$ cat src/rtl/seg7_pkg.sv
// Shared types and the 7-segment encoder for the BCD score display.
package seg7_pkg;

    typedef logic [3:0] bcd_digit_t;

    localparam logic [6:0] SEG_BLANK = 7'h7F;

    // Active-low {g..a} pattern; anything outside 0..9 is blanked.
    function automatic logic [6:0] seg7_encode(input bcd_digit_t d);
        logic [6:0] s;
        case (d)
            4'd0:    s = 7'h40;
            4'd1:    s = 7'h79;
            4'd2:    s = 7'h24;
            4'd3:    s = 7'h30;
            4'd4:    s = 7'h19;
            4'd5:    s = 7'h12;
            4'd6:    s = 7'h02;
            4'd7:    s = 7'h78;
            4'd8:    s = 7'h00;
            4'd9:    s = 7'h10;
            default: s = SEG_BLANK;
        endcase
        return s;
    endfunction

endpackage

$ cat src/rtl/bcd_digit_cell.sv
// One BCD digit of the score with ripple carry/borrow to the next cell.
module bcd_digit_cell
    import seg7_pkg::*;
(
    input  logic       CLK_50M,
    input  logic       RST,
    input  logic       inc_ci,
    input  logic       dec_bi,
    input  logic       clr,
    output bcd_digit_t digit,
    output logic       carry_o,
    output logic       borrow_o
);

    assign carry_o  = inc_ci & (digit == 4'd9);
    assign borrow_o = dec_bi & (digit == 4'd0);

    // inc_ci and dec_bi are never both set by the top level.
    always_ff @(posedge CLK_50M) begin
        if (RST || clr) begin
            digit <= '0;
        end else if (inc_ci) begin
            digit <= (digit == 4'd9) ? 4'd0 : digit + 4'd1;
        end else if (dec_bi) begin
            digit <= (digit == 4'd0) ? 4'd9 : digit - 4'd1;
        end
    end

endmodule

$ cat src/rtl/bcd_score_display.sv
// N-digit saturating BCD score with a multiplexed active-low 7-segment scan.
// Build option: LEADING_ZERO_BLANK_EN blanks zero digits above the most-significant nonzero one.
module bcd_score_display
    import seg7_pkg::*;
#(
    parameter int unsigned NUM_DIGITS     = 4,
    parameter int unsigned REFRESH_CYCLES = 50000
)(
    input  logic                    CLK_50M,
    input  logic                    RST,
    input  logic                    inc_in,
    input  logic                    dec_in,
    input  logic                    clr_in,
    output logic [4*NUM_DIGITS-1:0] score_o,
    output logic                    ovf_o,
    output logic [6:0]              seg_out,
    output logic [NUM_DIGITS-1:0]   sel
);

    localparam int unsigned CNT_W = $clog2(REFRESH_CYCLES);
    localparam int unsigned IDX_W = (NUM_DIGITS > 1) ? $clog2(NUM_DIGITS) : 1;
    localparam logic [CNT_W-1:0] CNT_LAST = CNT_W'(REFRESH_CYCLES - 1);
    localparam logic [IDX_W-1:0] IDX_LAST = IDX_W'(NUM_DIGITS - 1);

    logic             inc_q;
    logic             dec_q;
    logic             ev_inc;
    logic             ev_dec;
    logic             all9;
    logic             all0;
    logic             ovf_set;
    logic [CNT_W-1:0] cnt;
    logic [IDX_W-1:0] idx;
    logic [NUM_DIGITS-1:0] shown;
    logic [NUM_DIGITS:0]   carry;
    logic [NUM_DIGITS:0]   borrow;
    bcd_digit_t            digits [NUM_DIGITS];
    logic                  unused_chain_top;

    assign ev_inc = inc_in & ~inc_q;
    assign ev_dec = dec_in & ~dec_q;

    // Clear wins, simultaneous edges cancel, saturation blocks the chain at the ends.
    assign carry[0]  = ev_inc & ~ev_dec & ~clr_in & ~all9;
    assign borrow[0] = ev_dec & ~ev_inc & ~clr_in & ~all0;
    assign ovf_set   = ev_inc & ~ev_dec & ~clr_in & all9;

    // Saturation keeps the final carry/borrow at zero.
    assign unused_chain_top = carry[NUM_DIGITS] | borrow[NUM_DIGITS];

    for (genvar i = 0; i < NUM_DIGITS; i++) begin : g_digit
        bcd_digit_cell u_cell (
            .CLK_50M  (CLK_50M),
            .RST      (RST),
            .inc_ci   (carry[i]),
            .dec_bi   (borrow[i]),
            .clr      (clr_in),
            .digit    (digits[i]),
            .carry_o  (carry[i+1]),
            .borrow_o (borrow[i+1])
        );
        assign score_o[4*i +: 4] = digits[i];
    end

    always_comb begin
        all9 = 1'b1;
        all0 = 1'b1;
        for (int i = 0; i < NUM_DIGITS; i++) begin
            all9 = all9 & (digits[i] == 4'd9);
            all0 = all0 & (digits[i] == 4'd0);
        end
    end

`ifdef LEADING_ZERO_BLANK_EN
    // Walk down from the top digit; digit 0 is always shown.
    always_comb begin
        logic nz_seen;
        nz_seen = 1'b0;
        shown   = '0;
        for (int i = NUM_DIGITS - 1; i >= 0; i--) begin
            nz_seen  = nz_seen | (digits[i] != 4'd0);
            shown[i] = nz_seen | (i == 0);
        end
    end
`else
    assign shown = '1;
`endif

    // Edge registers, overflow flag and the scan; sel/seg load together at each index change.
    always_ff @(posedge CLK_50M) begin
        if (RST) begin
            inc_q   <= 1'b1;
            dec_q   <= 1'b1;
            ovf_o   <= 1'b0;
            cnt     <= '0;
            idx     <= '0;
            sel     <= '1;
            seg_out <= SEG_BLANK;
        end else begin
            inc_q <= inc_in;
            dec_q <= dec_in;
            if (clr_in) begin
                ovf_o <= 1'b0;
            end else if (ovf_set) begin
                ovf_o <= 1'b1;
            end
            if (cnt == CNT_LAST) begin
                cnt     <= '0;
                sel     <= ~(NUM_DIGITS'(1) << idx);
                seg_out <= shown[idx] ? seg7_encode(digits[idx]) : SEG_BLANK;
                idx     <= (idx == IDX_LAST) ? '0 : idx + IDX_W'(1);
            end else begin
                cnt <= cnt + CNT_W'(1);
            end
        end
    end

endmodule
$ cat config.mk
export PLATFORM = sky130hd
export DESIGN_NAME = bcd_score_display
export DESIGN_NICKNAME = d
export VERILOG_FILES = /design/src/rtl/seg7_pkg.sv /design/src/rtl/bcd_digit_cell.sv /design/src/rtl/bcd_score_display.sv
export SDC_FILE = /design/constraint.sdc
export NUM_CORES = 1
export LEC_CHECK = 0
export ABC_CLOCK_PERIOD_IN_PS = 4400
export CORE_ASPECT_RATIO = 1.25
export CORE_MARGIN = 4
export CORE_UTILIZATION = 60
export DETAILED_ROUTE_END_ITERATION = 6
export PLACE_DENSITY = 0.85
export SLEW_MARGIN = 20
export SYNTH_ARGS = -nofsm -noshare
export SYNTH_HDL_FRONTEND = slang
export SYNTH_SLANG_ARGS = --single-unit
$ cat constraint.sdc
create_clock -name CLK_50M -period 4.4 [get_ports CLK_50M]
set_input_delay 0.88 -clock CLK_50M [delete_from_list [all_inputs] [get_ports CLK_50M]]
set_output_delay 0.88 -clock CLK_50M [all_outputs]
set_load 0.05 [all_outputs]
==> results of run 1 <==
through the flow:
step	utilization	hold slack [ns]
2_1_floorplan	-	0.413
3_3_place_gp	0.696	0.426
3_5_place_dp	0.696	0.446
4_1_cts	0.724	0.459
5_1_grt	0.724	0.501
6_report	0.724	0.455
cells in the mapped netlist, types with 2 or more instances:
cell	n	area [um^2]
or2_2	4	25.0
nand3_1	11	55.1
mux4_2	5	113
o2bb2ai_1	2	17.5
buf_2	5	25.0
a21o_1	2	15.0
o21ai_0	12	60.1
nor4b_1	3	26.3
or4_1	2	15.0
nor4bb_1	2	20.0
a21boi_0	2	15.0
nor2b_1	3	18.8
and3_1	10	62.6
o21bai_1	2	15.0
nor3b_1	5	37.5
nor3_1	5	25.0
nand4_1	6	37.5
a21oi_1	17	85.1
mux2i_1	2	20.0
dfxtp_1	48	961
buf_1	2	7.51
a211o_1	4	35.0
or3_1	2	12.5
nand2b_1	2	12.5
xor2_1	11	96.3
a211oi_1	5	37.5
inv_1	12	45.0
ha_1	10	125
o311ai_0	2	17.5
a31oi_1	5	31.3
nand2_1	25	93.8
o21a_1	3	22.5
o221ai_1	2	17.5
xnor2_1	12	105
and4_1	4	35.0
and2_1	3	18.8
clkbuf_1	16	60.1
nor2_1	50	188
worst register-to-register path, cell delays in order (launching register included):
cell and delay, ns:
dfxtp_1 0.69, nor4bb_1 0.49, and2_1 0.23, and4_1 0.27, nor3b_1 0.19, a2111oi_0 0.09, a211oi_1 0.23
final timing paths:
check,cells past startpoint,to
max,7,g_digit[3].u_cell.digit[1]$_SDFFE_PP0P_
min,1,cnt[0]$_SDFF_PP0_
max reg2reg,6,g_digit[3].u_cell.digit[1]$_SDFFE_PP0P_
min reg2reg,1,cnt[0]$_SDFF_PP0_
kinds of logic after synthesis:
logic type | share of synthesized area
adders and majority gates | 0.0444
and+or+nand+nor | 0.280
DFF | 0.341
muxes | 0.0511
xor gates and xnor gates | 0.0715
AOI/OAI and AO/OA | 0.159
buffers and inverters | 0.0529
power by group through the flow:
stage	combinational (uW)	sequential, uW	clock (uW)
floorplan	19.3	450	0
global placement	27.6	451	0
detailed placement	28.5	451	0
CTS	28.7	441	345
global route	31.7	442	355
finish	28.7	441	336
registers in the layout, summed over array words and instances, names as in the netlist:
signal / cells
inc_q: 1
idx: 2
seg_out: 7
sel: 4
ovf_o: 1
g_digit.u_cell.digit: 16
dec_q: 1
cnt: 16
final cells by class:
class | instances | area [um^2] | share of cell area
clock buffer | 6 | 82.6 | 0.0256
clock inverter | 2 | 38.8 | 0.0120
inverter | 12 | 45.0 | 0.0140
multi-input combinational | 252 | 1710 | 0.529
sequential | 48 | 961 | 0.298
tap | 58 | 72.6 | 0.0225
timing repair buffer | 32 | 320 | 0.0993
metal layers:
layer,vias to the layer above,GRT usage,share of wire
met2,59,0.390,0.53
met5,-,0,0
met1,1187,0.244,0.42
met4,0,0.0924,0.015
met3,9,0.0335,0.034
li1,1223,-,-
==> flow_summary_export.csv, run 1 <==
group,metric,value,unit
floorplan,floorplan.initialDensity,0.632,
global_routing,number_of_antenna_violations_at_the_first_check_in_global_routing,0,
pwr,power.clock.fraction,0.417,
critical_path,cp-startpoint,"inc_in",
synthesis,postSynthRegisterBits,48,
sta,crit_share_post_route,0.667,
sta,layout_setup_ws,1.46,ns
finish,final_cell_area,3230,um^2
pwr,internal_power,635,uW
sta,crit_path_time_final,2.94,ns
critical_path,cell_with_the_biggest_individual_delay_on_the_critical_path,"nor3_1",
sta,max_clock_freq,341,MHz
run,drv_cap,0,
sta,worst_clock_skew,0.00412,ns
sta,finalHoldViolations,0,
synthesis,avgSynthCellArea,8.38,um^2
pwr,pwr-share-comb,0.036,
finish,area.growth.synth_to_final,14.6,%
sta,grt_setup_unrepaired,"false",
critical_path,path_delay_family,"simple AND/OR/NAND/NOR gates",
routing,route.detailed.drc,0,
clocking,worstSkewPairLatency,0.30,ns
routing,drt_first_iter_violations,155,
floorplan,chipWidth,69.3,um
critical_path,arrival,3.16,ns
clocking,h-tree-depth,2,
clocking,cts.clk_slew.worst_paths,0.09,ns
critical_path,cp-end-kind,"register",
critical_path,timing.critical_path.cells,"clkdlybuf4s50_1 > nand2b_1 > nor3_1 > nand3_1 > o32ai_2 > a2111oi_0 > a211oi_1",
synthesis,async_reset_ff_frac,0,
global_routing,first_global_vias,2415,
finish,final_cells,410,
critical_path,critical-path-max-stage-delay,0.67,ns
floorplan,design.die.area,5860,um^2
global_routing,grt_pass1_wl,10600,um
critical_path,worstSetupPathType,"input port to register",
clocking,cts.sinks,48,
routing,final_antenna_net_count,0,
pwr,swShare,0.212,
synthesis,synth-edff-count,0,
routing,detail_route.vias_per_cell,6.04,
critical_path,crit_buf_inv,1,
placed_design,dp_cells,402,
worst_hold_path,hold_path_class,"register to register",
routing,dr_total_vias,2478,
placed_design,post-place-ws,1.17,ns
global_routing,grtUsageTotal,0.214,
routing,wl_per_cell,14.7,um
global_routing,grt_overflow,0,
sta,finalMaxSlewViolations,0,
clocking,ctsLongestPathBuffers,2,
critical_path,rrSetupSlack,2.12,ns
sta,setup_viol_count_final,0,
clocking,tritoncts,"yes",
routing,wl,6040,um
pwr,switchingPower,171,uW
synthesis,synth_sequential_area_ratio,0.341,
synthesis,mappedNetlistArea,2820,um^2
pwr,max-vdd-ir-drop,0.000143,V
synthesis,synthesis.nets,351,
pwr,post-layout-total-power,806,uW
placed_design,dp_hpwl,4330,um
placed_design,port_buf_inserts,32,
pwr,powerDensity,250,nW/um^2
finish,fraction_of_layout_cells_with_a_size_suffix_above_1,0.0767,
synthesis,ys_warn_count,0,
critical_path,r2r_start,"g_digit[0].u_cell.digit[0]$_SDFFE_PP0P_",
critical_path,path_max_fanout,8,
pwr,static-leakage-power,0.00113,uW
finish,design.final.nets,366,
finish,mostFrequentLayoutCells,"nor2_1, dfxtp_1, clkdlybuf4s50_1, nand2_1, a21oi_1",
sta,transition_time_at_the_pin_with_the_least_slew_margin,0.788,ns
floorplan,core.rowCount,27,
status,outcome,"completed",
critical_path,worstSetupStartpointType,"input port",
sta,totalNegativeSetupSlack,0,ns
floorplan,io_pins,33,
floorplan,die_h,84.6,um
synthesis,postSynth.topFlopCell,"dfxtp_1",
placed_design,routabilityCongestion,0.857,
global_routing,grt_start_max_net_pins,22,
clocking,number_of_clock_buffers_inserted_by_tritoncts,5,
floorplan,core-area,4460,um^2
critical_path,cp_data_required_time,4.62,ns
clocking,holdBufCountCts,0,
clocking,cts_post_setup_buffers_inserted,0,
finish,nFillCells,354,
finish,final_common_cell,"nor2_1",
clocking,post_cts.resized_instances,0,
worst_hold_path,min_from,"cnt[0]$_SDFF_PP0_",
sta,slew_headroom,0.475,
pwr,seq_power_share,0.547,
placed_design,detailed_place.area,3110,um^2
routing,first_pass_iters,4,
synthesis,synth.lib_cells_used.distinct,56,
synthesis,gate_count_of_the_mapped_netlist,336,
finish,n_antenna_cell,0,
clocking,cts-root-buf,"clkbuf_8",
(Power assumes the default switching activity.)
==> run 2: changes to the inputs <==
--- a/config.mk
+++ b/config.mk
@@ -5,12 +5,12 @@
 export SDC_FILE = /design/constraint.sdc
 export NUM_CORES = 1
 export LEC_CHECK = 0
-export ABC_CLOCK_PERIOD_IN_PS = 4400
+export ABC_CLOCK_PERIOD_IN_PS = 2800
 export CORE_ASPECT_RATIO = 1.25
 export CORE_MARGIN = 4
-export CORE_UTILIZATION = 60
+export CORE_UTILIZATION = 56
 export DETAILED_ROUTE_END_ITERATION = 6
-export PLACE_DENSITY = 0.85
+export PLACE_DENSITY = 0.8
 export SLEW_MARGIN = 20
 export SYNTH_ARGS = -nofsm -noshare
 export SYNTH_HDL_FRONTEND = slang
==> constraint.sdc (replaced) <==
create_clock -name CLK_50M -period 2.8 [get_ports CLK_50M]
set_input_delay 0.56 -clock CLK_50M [delete_from_list [all_inputs] [get_ports CLK_50M]]
set_output_delay 0.56 -clock CLK_50M [all_outputs]
set_load 0.05 [all_outputs]
==> run 2 against run 1 <==
Design area hardly changed. Critical path type is now register to output port. First-iteration DRC count is 46% higher. Clock power is 33% higher. Highest routed layer unchanged. Count of clock-buffer cells in the layout stayed put. Power is 47% higher. Sequential power is 57% higher. Utilization is 5.1 points lower. Clock skew is 0.0066 ns higher. Non-clock buffer count is 3 higher. Sequential cell count stayed put.
==> flow_summary_export.csv, run 2 (synthesized netlist as in run 1, its figures left out) <==
group,metric,value,unit
clocking,number_of_clock_buffers_inserted_by_tritoncts,5,
critical_path,arrival,1.91,ns
finish,final_core_utilization,0.673,
sta,grt_setup_unrepaired,"false",
critical_path,cp-end-kind,"output port",
finish,n_antenna_cell,0,
critical_path,critical-path-max-stage-delay,0.91,ns
sta,finalMaxSlewViolations,0,
global_routing,number_of_antenna_violations_at_the_first_check_in_global_routing,0,
critical_path,cell_with_the_biggest_individual_delay_on_the_critical_path,"clkdlybuf4s50_1",
clocking,cts-root-buf,"clkbuf_8",
pwr,max-vdd-ir-drop,0.000219,V
routing,wl,6180,um
clocking,ctsLongestPathBuffers,2,
routing,route.detailed.drc,0,
floorplan,die_h,87.3,um
routing,dr_total_vias,2463,
global_routing,grt_overflow,0,
sta,transition_time_at_the_pin_with_the_least_slew_margin,0.655,ns
critical_path,worstSetupStartpointType,"register",
clocking,h-tree-depth,2,
clocking,holdBufCountCts,0,
placed_design,routabilityCongestion,0.851,
critical_path,cp_data_required_time,2.24,ns
sta,crit_share_post_route,0.880,
global_routing,grt_start_max_net_pins,18,
floorplan,core-area,4800,um^2
floorplan,core.rowCount,28,
routing,wl_per_cell,14.9,um
finish,final_common_cell,"nor2_1",
clocking,tritoncts,"yes",
critical_path,path_max_fanout,14,
sta,max_clock_freq,406,MHz
routing,first_pass_iters,4,
sta,setup_viol_count_final,0,
routing,final_antenna_net_count,0,
status,outcome,"completed",
finish,largest_registers,"cnt x16, g_digit.u_cell.digit x16, seg_out x7",
placed_design,dp_hpwl,4340,um
placed_design,port_buf_inserts,32,
critical_path,crit_buf_inv,1,
clocking,cts.clk_slew.worst_paths,0.10,ns
finish,fraction_of_layout_cells_with_a_size_suffix_above_1,0.0845,
run,drv_cap,0,
finish,area.growth.synth_to_final,14.6,%
global_routing,grt_pass1_wl,10700,um
sta,worst_clock_skew,0.0107,ns
floorplan,floorplan.initialDensity,0.587,
floorplan,design.die.area,6240,um^2
finish,design.final.nets,369,
critical_path,timing.critical_path.cells,"clkdlybuf4s50_1",
global_routing,grtUsageTotal,0.211,
clocking,cts_post_setup_buffers_inserted,0,
routing,drt_first_iter_violations,226,
pwr,static-leakage-power,0.00113,uW
finish,nFillCells,399,
routing,detail_route.vias_per_cell,5.93,
finish,mostFrequentLayoutCells,"nor2_1, dfxtp_1, clkdlybuf4s50_1, nand2_1, a21oi_1",
global_routing,first_global_vias,2399,
sta,slew_headroom,0.560,
critical_path,worstSetupPathType,"register to output port",
sta,finalHoldViolations,0,
clocking,post_cts.resized_instances,0,
floorplan,chipWidth,71.4,um
clocking,worstSkewPairLatency,0.31,ns
sta,totalNegativeSetupSlack,0,ns
sta,crit_path_time_final,2.47,ns
floorplan,io_pins,33,
pwr,powerDensity,368,nW/um^2
clocking,cts.sinks,48,
critical_path,path_delay_family,"buffers and inverters",
worst_hold_path,hold_path_class,"register to register",
-- run 2: cell type report --
type	instances	area, um^2	area share
clock buffer	6	82.6	0.0256
clock inverter	2	15.0	0.00465
inverter	12	45.0	0.0140
multi-input combinational	252	1710	0.529
sequential	48	961	0.298
tap	60	75.1	0.0233
timing repair buffer	35	343	0.106
-- run 2: routing by layer --
metal  up-vias  track usage  wire length [um]
met1      1161        0.257              2700
met4         0       0.0821                72
met2        73        0.367              3130
met3        11       0.0381               278
met5         -            0                 0
li1       1218            -                 -
-- run 2: stage by stage --
| step | total power, uW | hold WS, ns | cells | instance area [um^2] | worst slack, ns |
|---|---|---|---|---|---|
| 4_1_cts | 1200 | 0.458 | 415 | 3230 | 0.332 |
| 3_3_place_gp | 753 | 0.428 | 407 | 3130 | 0.249 |
| 5_1_grt | 1230 | 0.484 | 415 | 3230 | 0.247 |
| 3_5_place_dp | 756 | 0.440 | 407 | 3130 | 0.199 |
| 6_report | 1190 | 0.458 | 415 | 3230 | 0.335 |
| 2_1_floorplan | 738 | 0.413 | 336 | 2820 | 0.552 |
-- run 2: power breakdown --
group | total, uW | switching, uW | internal (uW)
logic | 47.1 | 27.6 | 19.4
registers | 693 | 5.03 | 688
clock network | 447 | 247 | 200
-- run 2: worst paths after layout --
kind | start | endpoint | slack [ns] | depth (start not counted)
worst max-delay path | g_digit[0].u_cell.digit[0]$_SDFFE_PP0P_ | score_o[0] | 0.33 | 1
worst min-delay path | cnt[0]$_SDFF_PP0_ | cnt[0]$_SDFF_PP0_ | 0.46 | 1
worst max register to register | g_digit[0].u_cell.digit[0]$_SDFFE_PP0P_ | g_digit[3].u_cell.digit[1]$_SDFFE_PP0P_ | 0.48 | 6
worst min register to register | cnt[0]$_SDFF_PP0_ | cnt[0]$_SDFF_PP0_ | 0.46 | 1
